--- config.mk ---
export PLATFORM = sky130hd
export DESIGN_NAME = data_mem_ctrl
export DESIGN_NICKNAME = d
export VERILOG_FILES = /design/src/rtl/data_mem_pkg.sv /design/src/rtl/mem_array.sv /design/src/rtl/data_mem_ctrl.sv
export SDC_FILE = /design/constraint.sdc
export NUM_CORES = 1
export LEC_CHECK = 0
export BUFFER_PORTS_ARGS = -buffer_cell sky130_fd_sc_hd__clkbuf_2
export CAP_MARGIN = 25
export CORE_MARGIN = 5
export CORE_UTILIZATION = 35
export CTS_CLUSTER_SIZE = 20
export DETAILED_ROUTE_END_ITERATION = 16
export GPL_ROUTABILITY_DRIVEN = 0
export PLACE_DENSITY = 0.5
export SLEW_MARGIN = 0
export SYNTH_ARGS = -nofsm -noshare
export SYNTH_HDL_FRONTEND = slang
export SYNTH_SLANG_ARGS = --single-unit
--- constraint.sdc ---
create_clock -name Clock -period 3.69 [get_ports Clock]
set_input_delay 0.1845 -clock Clock [delete_from_list [all_inputs] [get_ports Clock]]
set_output_delay 0.1845 -clock Clock [all_outputs]
set_load 0.01 [all_outputs]
--- src/rtl/data_mem_pkg.sv ---
// Shared types and defaults for the wait-stated data memory controller.
// Optional access statistics are enabled by defining DATA_MEM_CTRL_STATS_EN.
package data_mem_pkg;

  typedef enum logic [1:0] {
    IDLE   = 2'd0,
    ESPERA = 2'd1,
    FIM    = 2'd2
  } state_e;

  localparam int unsigned DATA_W_DEF    = 8;
  localparam int unsigned ADDR_W_DEF    = 8;
  localparam int unsigned DEPTH_DEF     = 128;
  localparam int unsigned WAIT_CYC_DEF  = 2;
  localparam int unsigned HALT_ADDR_DEF = 255;
  localparam int unsigned WAIT_CNT_W    = 4;
  localparam int unsigned STATS_W       = 16;

  // Index width for the storage array; never narrower than one bit.
  function automatic int unsigned index_width(input int unsigned depth);
    if (depth > 1) begin
      return $clog2(depth);
    end else begin
      return 1;
    end
  endfunction

endpackage

--- src/rtl/mem_array.sv ---
// Single-port DEPTH x DATA_W storage: synchronous write, registered read.
// The read register only loads on re_i so it holds the last read word.
module mem_array
  import data_mem_pkg::*;
#(
  parameter int unsigned DATA_W = DATA_W_DEF,
  parameter int unsigned DEPTH  = DEPTH_DEF,
  parameter int unsigned AW     = index_width(DEPTH)
) (
  input  logic              clk_i,
  input  logic              rst_i,
  input  logic              we_i,
  input  logic              re_i,
  input  logic [AW-1:0]     addr_i,
  input  logic [DATA_W-1:0] wdata_i,
  output logic [DATA_W-1:0] rdata_o
);

  logic [DATA_W-1:0] mem_q [0:DEPTH-1];
  logic [DATA_W-1:0] rdata_q;

  // Array contents are deliberately outside the reset domain.
  always_ff @(posedge clk_i) begin
    if (we_i) begin
      mem_q[addr_i] <= wdata_i;
    end
  end

  // Registered read port.
  always_ff @(posedge clk_i) begin
    if (rst_i) begin
      rdata_q <= {DATA_W{1'b0}};
    end else if (re_i) begin
      rdata_q <= mem_q[addr_i];
    end
  end

  assign rdata_o = rdata_q;

endmodule

--- src/rtl/data_mem_ctrl.sv ---
// Wait-stated data memory controller with memory-mapped sticky halt register.
// Define DATA_MEM_CTRL_STATS_EN to add saturating read/write completion counters.
module data_mem_ctrl
  import data_mem_pkg::*;
#(
  parameter int unsigned DATA_W    = DATA_W_DEF,
  parameter int unsigned ADDR_W    = ADDR_W_DEF,
  parameter int unsigned DEPTH     = DEPTH_DEF,
  parameter int unsigned WAIT_CYC  = WAIT_CYC_DEF,
  parameter int unsigned HALT_ADDR = HALT_ADDR_DEF
) (
  input  logic               Clock,
  input  logic               reset,
  input  logic               memRead,
  input  logic               memWrite,
  input  logic [ADDR_W-1:0]  endereco,
  input  logic [DATA_W-1:0]  escreveDado,
`ifdef DATA_MEM_CTRL_STATS_EN
  output logic [STATS_W-1:0] numLeituras,
  output logic [STATS_W-1:0] numEscritas,
`endif
  output logic [DATA_W-1:0]  leDado,
  output logic               pronto,
  output logic               ocupado,
  output logic               halt,
  output logic               erroEnd
);

  localparam int unsigned MEM_AW = index_width(DEPTH);
  localparam logic [ADDR_W:0] DEPTH_A = (ADDR_W+1)'(DEPTH);
  localparam logic [ADDR_W-1:0] HALT_A = ADDR_W'(HALT_ADDR);
  localparam logic [WAIT_CNT_W-1:0] WAIT_LOAD =
    (WAIT_CYC == 0) ? {WAIT_CNT_W{1'b0}} : WAIT_CNT_W'(WAIT_CYC - 1);

  state_e                  state_q, state_d;
  logic [WAIT_CNT_W-1:0]   cnt_q, cnt_d;
  logic [ADDR_W-1:0]       addr_q, addr_d;
  logic [DATA_W-1:0]       data_q, data_d;
  logic                    wr_q, wr_d;

  logic                    pronto_q, erro_q, ocupado_q, halt_q;
  logic                    use_mem_q;
  logic [DATA_W-1:0]       alt_q;

  logic                    enter_fim_s, acc_in_range_s, acc_is_halt_s;
  logic                    fim_in_range_s, fim_is_halt_s;
  logic                    mem_we_s, mem_re_s;
  logic [DATA_W-1:0]       mem_rdata_s;
  logic [DATA_W-1:0]       halt_word_s;

  // State, wait counter and request latches.
  always_ff @(posedge Clock) begin
    if (reset) begin
      state_q <= IDLE;
      cnt_q   <= {WAIT_CNT_W{1'b0}};
      addr_q  <= {ADDR_W{1'b0}};
      data_q  <= {DATA_W{1'b0}};
      wr_q    <= 1'b0;
    end else begin
      state_q <= state_d;
      cnt_q   <= cnt_d;
      addr_q  <= addr_d;
      data_q  <= data_d;
      wr_q    <= wr_d;
    end
  end

  // Next-state logic; a request is only latched while idle, so busy-time requests vanish.
  always_comb begin
    state_d = state_q;
    cnt_d   = cnt_q;
    addr_d  = addr_q;
    data_d  = data_q;
    wr_d    = wr_q;
    case (state_q)
      IDLE: begin
        if (memRead || memWrite) begin
          addr_d  = endereco;
          data_d  = escreveDado;
          wr_d    = memWrite;
          cnt_d   = WAIT_LOAD;
          state_d = (WAIT_CYC == 0) ? FIM : ESPERA;
        end else begin
          state_d = IDLE;
        end
      end
      ESPERA: begin
        if (cnt_q == {WAIT_CNT_W{1'b0}}) begin
          state_d = FIM;
        end else begin
          cnt_d = cnt_q - {{(WAIT_CNT_W-1){1'b0}}, 1'b1};
        end
      end
      FIM: begin
        state_d = IDLE;
      end
      default: begin
        state_d = IDLE;
      end
    endcase
  end

  // The access is performed on the edge entering FIM; addr_d/wr_d already
  // carry the live request when WAIT_CYC is zero and the latch otherwise.
  always_comb begin
    enter_fim_s    = (state_d == FIM) && (state_q != FIM);
    acc_in_range_s = ({1'b0, addr_d} < DEPTH_A);
    acc_is_halt_s  = (addr_d == HALT_A);
    fim_in_range_s = ({1'b0, addr_q} < DEPTH_A);
    fim_is_halt_s  = (addr_q == HALT_A);
    mem_we_s       = enter_fim_s && wr_d && acc_in_range_s && !reset;
    mem_re_s       = enter_fim_s && !wr_d && acc_in_range_s && !reset;
    halt_word_s    = {{(DATA_W-1){1'b0}}, halt_q};
  end

  mem_array #(
    .DATA_W (DATA_W),
    .DEPTH  (DEPTH),
    .AW     (MEM_AW)
  ) u_mem (
    .clk_i   (Clock),
    .rst_i   (reset),
    .we_i    (mem_we_s),
    .re_i    (mem_re_s),
    .addr_i  (addr_d[MEM_AW-1:0]),
    .wdata_i (data_d),
    .rdata_o (mem_rdata_s)
  );

  // Status flags, halt register and read-data source selection.
  always_ff @(posedge Clock) begin
    if (reset) begin
      pronto_q  <= 1'b0;
      erro_q    <= 1'b0;
      ocupado_q <= 1'b0;
      halt_q    <= 1'b0;
      use_mem_q <= 1'b0;
      alt_q     <= {DATA_W{1'b0}};
    end else begin
      pronto_q  <= (state_q == FIM);
      erro_q    <= (state_q == FIM) && !fim_in_range_s && !fim_is_halt_s;
      ocupado_q <= (state_d != IDLE);
      if (enter_fim_s && wr_d && acc_is_halt_s) begin
        halt_q <= 1'b1;
      end
      if (enter_fim_s && !wr_d) begin
        use_mem_q <= acc_in_range_s;
        alt_q     <= acc_is_halt_s ? halt_word_s : {DATA_W{1'b0}};
      end
    end
  end

  assign leDado  = use_mem_q ? mem_rdata_s : alt_q;
  assign pronto  = pronto_q;
  assign erroEnd = erro_q;
  assign ocupado = ocupado_q;
  assign halt    = halt_q;

`ifdef DATA_MEM_CTRL_STATS_EN
  logic [STATS_W-1:0] num_lei_q, num_esc_q;

  // Saturating counters of completed in-range accesses.
  always_ff @(posedge Clock) begin
    if (reset) begin
      num_lei_q <= {STATS_W{1'b0}};
      num_esc_q <= {STATS_W{1'b0}};
    end else if ((state_q == FIM) && fim_in_range_s) begin
      if (wr_q) begin
        if (num_esc_q != {STATS_W{1'b1}}) begin
          num_esc_q <= num_esc_q + {{(STATS_W-1){1'b0}}, 1'b1};
        end
      end else begin
        if (num_lei_q != {STATS_W{1'b1}}) begin
          num_lei_q <= num_lei_q + {{(STATS_W-1){1'b0}}, 1'b1};
        end
      end
    end
  end

  assign numLeituras = num_lei_q;
  assign numEscritas = num_esc_q;
`endif

endmodule
==> results of run 1 <==
-- cells by family (layout without fill, tap and decap cells) --
family,after synthesis,after routing
buf+inv,241,537
mux,35,35
compound gates,1029,1029
flops,1061,1061
other cells,0,3
fa+ha+maj,1,1
simple gates,535,535
xor+xnor,2,2
-- cell usage after synthesis, drive strengths merged, types with 3 or more instances --
library cell  instances
edfxtp             1024
o21ai               454
a21oi               214
nand3               192
a22o                171
clkbuf              169
nor2                144
nand4                71
nand2                69
o31ai                66
buf                  63
o41ai                56
dfxtp                37
mux2i                33
a41oi                25
o22ai                16
nor4                 12
or2                  10
nand2b                9
nor3                  9
a31oi                 8
inv                   8
and2                  7
a2111oi               6
nand3b                4
a211oi                3
and4                  3
-- through the flow --
stage                     hold slack, ps  setup slack [ps]  instances  cell area (sq um)
final                                147              91.7       4815              49700
after detailed placement             454              -126       4598              46000
after global placement               446              -198       4598              46000
after global routing                 145             -65.3       4812              49700
after CTS                           72.5              15.6       4812              49700
after floorplan                      273              24.7       2904              42000
-- area by class of cell --
| type | count | share of cell area (%) |
|---|---|---|
| Inverter | 9 | 0.0680 |
| Clock buffer | 131 | 5.74 |
| Antenna cell | 3 | 0.0151 |
| Sequential cell | 1061 | 63.4 |
| Clock inverter | 67 | 1.21 |
| Timing Repair Buffer | 330 | 5.92 |
| Tap cell | 1612 | 4.06 |
| Multi-Input combinational cell | 1602 | 19.6 |
-- routing by layer --
layer | global-route usage (%) | share of wire, % | vias up | wire length [um]
met2 | 33.1 | 47 | 1213 | 63000
li1 | - | - | 12000 | -
met1 | 28.7 | 43 | 14300 | 57400
met3 | 3.45 | 6.8 | 197 | 9130
met4 | 6.03 | 3.1 | 0 | 4120
met5 | 0 | 0 | - | 0
-- worst max-delay path: stages (launching register included) --
cell,delay (ps)
dfxtp_1,370
or2_1,150
buf_4,240
nor4_1,100
or2_2,430
buf_4,260
buf_12,190
a22o_1,250
o31ai_1,550
a41oi_1,410
nor4_1,380
o21ai_1,90
-- what timing repair did --
item                                   CTS  global route
hold buffers                            16             0
setup buffers                            0             0
resized for setup                        3             4
pin swaps                                0             1
setup endpoints to repair                3            21
endpoints found under the hold margin   19             0
-- sequential cells by signal, indices dropped and copies added (netlist names) --
register / count
u_mem.mem_q: 1024
addr_q: 8
data_q: 8
u_mem.rdata_o: 8
cnt_q: 4
state_q: 2
alt_q: 1
erroEnd: 1
halt: 1
ocupado: 1
pronto: 1
use_mem_q: 1
wr_q: 1
-- final timing paths --
path         startpoint                to  slack, ps  cells past startpoint
max          state_q[0]  u_mem.rdata_o[5]         90                     11
min             memRead              wr_q        150                      4
max reg2reg  state_q[0]  u_mem.rdata_o[5]         90                     11
min reg2reg    alt_q[0]          alt_q[0]        460                      2
-- power groups by stage --
stage	clock network, mW	registers [mW]	logic, mW
after floorplan	0	14.0	1.67
after global placement	0	13.9	3.31
after detailed placement	0	13.9	3.35
after CTS	10.9	13.7	3.37
after global routing	11.4	13.7	3.58
final	10.7	13.7	3.39
==> impl_metrics.csv, run 1 <==
group,metric,value,unit
cts,htreeDepth,3,
synthesis,ys_warn_count,0,
power,internal_power,20.7,mW
route,drt-initial-drc-count,3226,
floorplanning,dieHeight,356,um
layout,nets,3134,
synthesis,synth_ff_type,"edfxtp_1",
synthesis,synth.distinct_cells,58,
synthesis,syn_inst,2904,
cts,clk_pin_slew,60,ps
route,firstDrtPassIters,5,
layout,most-common-layout-cells,"edfxtp_1 (1024), o21ai_0 (447), buf_4 (243)",
timing,rsz0062_at_grt,"true",
power,power_frac_comb,12.2,%
route,wl_per_cell,27.8,um
placement,place_hpwl,79600,um
synthesis,synth_area_per_cell,14.5,sq um
critical_path,end_kind,"register",
layout,utilization,41.6,%
power,vdd_drop_max,387,uV
layout,drive_gt1_share,16.4,%
floorplanning,start_util,35.1,%
grt,grt_pass1_wl,193000,um
critical_path,setup.worst_path.class,"reg -> reg",
power,power,27.8,mW
placement,io_buffers,31,
cts,clock_path_buffers,3,
synthesis,post-synth-top-area-cell,"edfxtp_1",
power,leakage,16.2,nW
cts,cts_root_buf,"clkbuf_16",
synthesis,synth_top_family_by_area,"compound AO/OA/AOI/OAI gates",
route,drc,0,
synthesis,synth.area.mux_share,0.841,%
synthesis,yosys.area_share.simple,6.16,%
power,swShare,25.5,%
floorplanning,core-area,119000,sq um
cts,cts_made_buffers,109,
synthesis,synth-edff-count,1024,
route,postRouteWirelength,134000,um
job,drv_cap,0,
timing,setup_tns,0,ps
power,clockPowerShare,38.6,%
timing,setup_viol,0,
synthesis,synthAdderAreaFrac,0.0298,%
synthesis,async_flop_share,0,%
timing,timing.final.crit_share,97.5,%
timing,slew_viol_final,0,
synthesis,syn_area,42000,sq um
power,switchingPower,7.10,mW
grt,antenna_found_initial,7,
cts,cts_tree,"yes",
synthesis,syn-num-nets,2925,
critical_path,crit_path_start_kind,"register",
synthesis,ys_seq_area_share,75.0,%
timing,hold_violations,0,
layout,multi_input_area,9750,sq um
status,status,"finished, final reports clean",
layout,fillerInstances,11000,
route,vias,27700,
synthesis,yosys.area.top_type_share,73.3,%
synthesis,synth_compound_area_share,15.4,%
synthesis,synthTopCellsByArea,"edfxtp_1 (73%), o21ai_0 (5.3%), a22o_1 (3.6%)",
timing,skew,42.6,ps
floorplanning,dieArea,127000,sq um
timing,slew_headroom,31.6,%
grt,grt_max_degree,129,
critical_path,arrival,4150,ps
layout,syn2layout_area_growth,18.4,%
synthesis,yosys_register_bits,1061,
timing,worst_pin_slew,1020,ps
power,p_seq_share,49.2,%
grt,grt_pass1_vias,27100,
power,power_density,559,nW/um^2
grt,grt.total_usage,20.5,%
cts,clk_latency,690,ps
hold_path,holdCritPathClass,"in -> reg",
synthesis,synth_xor_xnor_area_share,0.0417,%
critical_path,required,4240,ps
route,viasPerCell,5.76,
timing,clock.fmax,0.278,GHz
critical_path,cp_max_fo,30,
grt,grt-ovfl-total,0,
cts,clock-sinks,1061,
floorplanning,ios,32,
route,postRouteAntennaNets,0,
floorplanning,rows,127,
layout,layout_commonest_cell,"edfxtp_1",
layout,seqCellArea,31500,sq um
timing,final.min_clock_period,3600,ps
floorplanning,die_x,356,um
(Power assumes the default switching activity.)
==> inputs of run 2 (changes only) <==
BUFFER_PORTS_ARGS = unset   (was -buffer_cell sky130_fd_sc_hd__clkbuf_2)
DONT_BUFFER_PORTS = 1   (was unset)
==> run 2 against run 1 <==
- fmax fell by 0.75%
- sequential power barely moved
- wire length increased by 1.5%
- critical path depth shrank 1
- via count up 0.39%
- sequential share of layout area is 0.13 points lower
- critical endpoint is now u_mem.rdata_o[2]
- largest cell class unchanged
- largest power group unchanged
==> impl_metrics.csv, run 2 (synthesis gave the netlist of run 1 again) <==
group,metric,value,unit
layout,largest_register_ffs,1024,
timing,skew,27.6,ps
route,viasPerCell,5.78,
timing,worst_slack,64.6,ps
route,vias,27800,
critical_path,cp_max_fo,28,
route,postRouteAntennaNets,0,
critical_path,rrSetupSlack,60,ps
cts,clock_path_buffers,3,
critical_path,crit_path_start_kind,"register",
route,firstDrtPassIters,5,
route,wl_per_cell,28.2,um
job,drv_cap,0,
cts,cts_setup_buffers,0,
power,power_density,559,nW/um^2
route,drc,0,
grt,grt_pass1_vias,27400,
critical_path,r2r_cells,10,
placement,io_buffers,0,
cts,cts_tree,"yes",
power,leakage,16.2,nW
grt,grt-ovfl-total,0,
power,swShare,25.6,%
cts,clk_pin_slew,60,ps
critical_path,r2r-start,"state_q[1]",
timing,setup_viol,0,
grt,grt.total_usage,20.8,%
timing,final.min_clock_period,3630,ps
layout,nets,3138,
power,internal_power,20.7,mW
route,postRouteWirelength,136000,um
timing,slew_headroom,38.6,%
floorplanning,die_x,356,um
cts,clk_latency,700,ps
grt,grt_pass1_wl,195000,um
timing,clock.fmax,0.276,GHz
layout,most-common-layout-cells,"edfxtp_1 (1024), o21ai_0 (447), buf_4 (273)",
cts,cts_made_buffers,110,
layout,final_cell_area,49800,sq um
placement,place_hpwl,82100,um
placement,dpl_cell_area,45900,sq um
critical_path,crit_start,"state_q[1]",
layout,fillerInstances,10900,
critical_path,endpoint,"u_mem.rdata_o[2]",
critical_path,required,4250,ps
timing,timing.final.crit_share,98.3,%
grt,antenna_found_initial,3,
power,power_frac_comb,12.4,%
floorplanning,dieHeight,356,um
power,switchingPower,7.11,mW
floorplanning,core-area,119000,sq um
hold_path,min-delay-start,"escreveDado[5]",
critical_path,worst_r2r_endpoint,"u_mem.rdata_o[2]",
cts,cts_root_buf,"clkbuf_16",
floorplanning,start_util,35.1,%
power,p_seq_share,49.1,%
layout,drive_gt1_share,16.7,%
floorplanning,ios,32,
layout,top_register,"u_mem.mem_q",
floorplanning,rows,127,
cts,htreeDepth,3,
timing,worst_pin_slew,918,ps
critical_path,end_kind,"register",
power,vdd_drop_max,415,uV
hold_path,holdCritPathClass,"in -> reg",
cts,clock-sinks,1061,
timing,slew_viol_final,0,
placement,dp_slack,-187,ps
floorplanning,dieArea,127000,sq um
critical_path,setup.worst_path.class,"reg -> reg",
timing,hold_violations,0,
layout,syn2layout_area_growth,18.6,%
status,status,"finished, final reports clean",
timing,rsz0062_at_grt,"false",
route,drt-initial-drc-count,3499,
layout,layout_commonest_cell,"edfxtp_1",
critical_path,arrival,4190,ps
grt,grt_max_degree,89,
power,power,27.8,mW
power,clockPowerShare,38.5,%
==> run 2: cell types whose count changed in the layout (fill, tap and decap cells not counted), sizes merged <==
cell | previous run | this run
or2 | 10 | 11
dlygate4sd3 | 16 | 25
clkinv | 54 | 49
inv | 10 | 11
clkbuf | 162 | 135
clkinvlp | 3 | 4
bufinv | 9 | 6
buf | 283 | 307
==> run 2: final cells by class <==
type / count / area [sq um] / share of cell area, %
sequential: 1061 / 31500 / 63.2
multi-input combinational: 1603 / 9820 / 19.7
tap: 1612 / 2020 / 4.05
timing repair buffer: 332 / 2990 / 6.00
clock inverter: 61 / 470 / 0.945
inverter: 9 / 33.8 / 0.0678
clock buffer: 135 / 2970 / 5.97
antenna: 3 / 7.51 / 0.0151
==> run 2: power groups by stage <==
stage | sequential, mW | combinational [mW] | clock (mW)
after floorplan | 14.0 | 1.67 | 0
after global placement | 13.9 | 3.30 | 0
after detailed placement | 13.9 | 3.35 | 0
after CTS | 13.7 | 3.41 | 10.9
after global routing | 13.7 | 3.63 | 11.4
final | 13.7 | 3.44 | 10.7
==> run 2: worst min path at each step <==
| stage | depth (start not counted) | to |
|---|---|---|
| 4_1_cts | 5 | u_mem.rdata_o[1] |
| 2_1_floorplan | 1 | state_q[1] |
| 5_1_grt | 3 | u_mem.mem_q[81][5] |
| 3_5_place_dp | 1 | data_q[3] |
| 3_3_place_gp | 1 | data_q[2] |
| 6_report | 3 | u_mem.mem_q[81][5] |
==> run 2: repair_timing <==
item | CTS | global route
hold endpoints to repair | 37 | 0
pin swaps | 0 | 1
resized for setup | 7 | 9
gates cloned | 0 | 1
hold buffers | 26 | 0
setup endpoints to repair | 4 | 20
==> run 2: critical path: stages (launching register included) <==
cell and delay [ps]:
dfxtp_1 340, nor2_2 280, buf_12 220, a2111oi_4 130
or2_4 440, buf_12 230, a22o_1 220, o31ai_1 700
a41oi_1 440, nor4_1 350, o21ai_1 80
==> run 2: metal layers <==
| metal | GRT usage [%] | part of all wire [%] | vias up |
|---|---|---|---|
| li1 | - | - | 12000 |
| met1 | 29.1 | 42 | 14300 |
| met2 | 33.4 | 47 | 1343 |
| met3 | 3.95 | 8.2 | 239 |
| met4 | 5.88 | 2.9 | 2 |
| met5 | 0 | 0.0096 | - |
==> run 2: metrics by stage <==
| step | std cells | hold WS, ps | util (%) | setup TNS [ps] |
|---|---|---|---|---|
| 2_1_floorplan | 2904 | 273 | - | 0 |
| 3_3_place_gp | 4588 | 257 | 38.4 | -426 |
| 3_5_place_dp | 4589 | 259 | 38.4 | -253 |
| 4_1_cts | 4811 | 45.2 | 41.6 | 0 |
| 5_1_grt | 4814 | 83.2 | 41.7 | 0 |
| 6_report | 4816 | 55.7 | 41.7 | 0 |
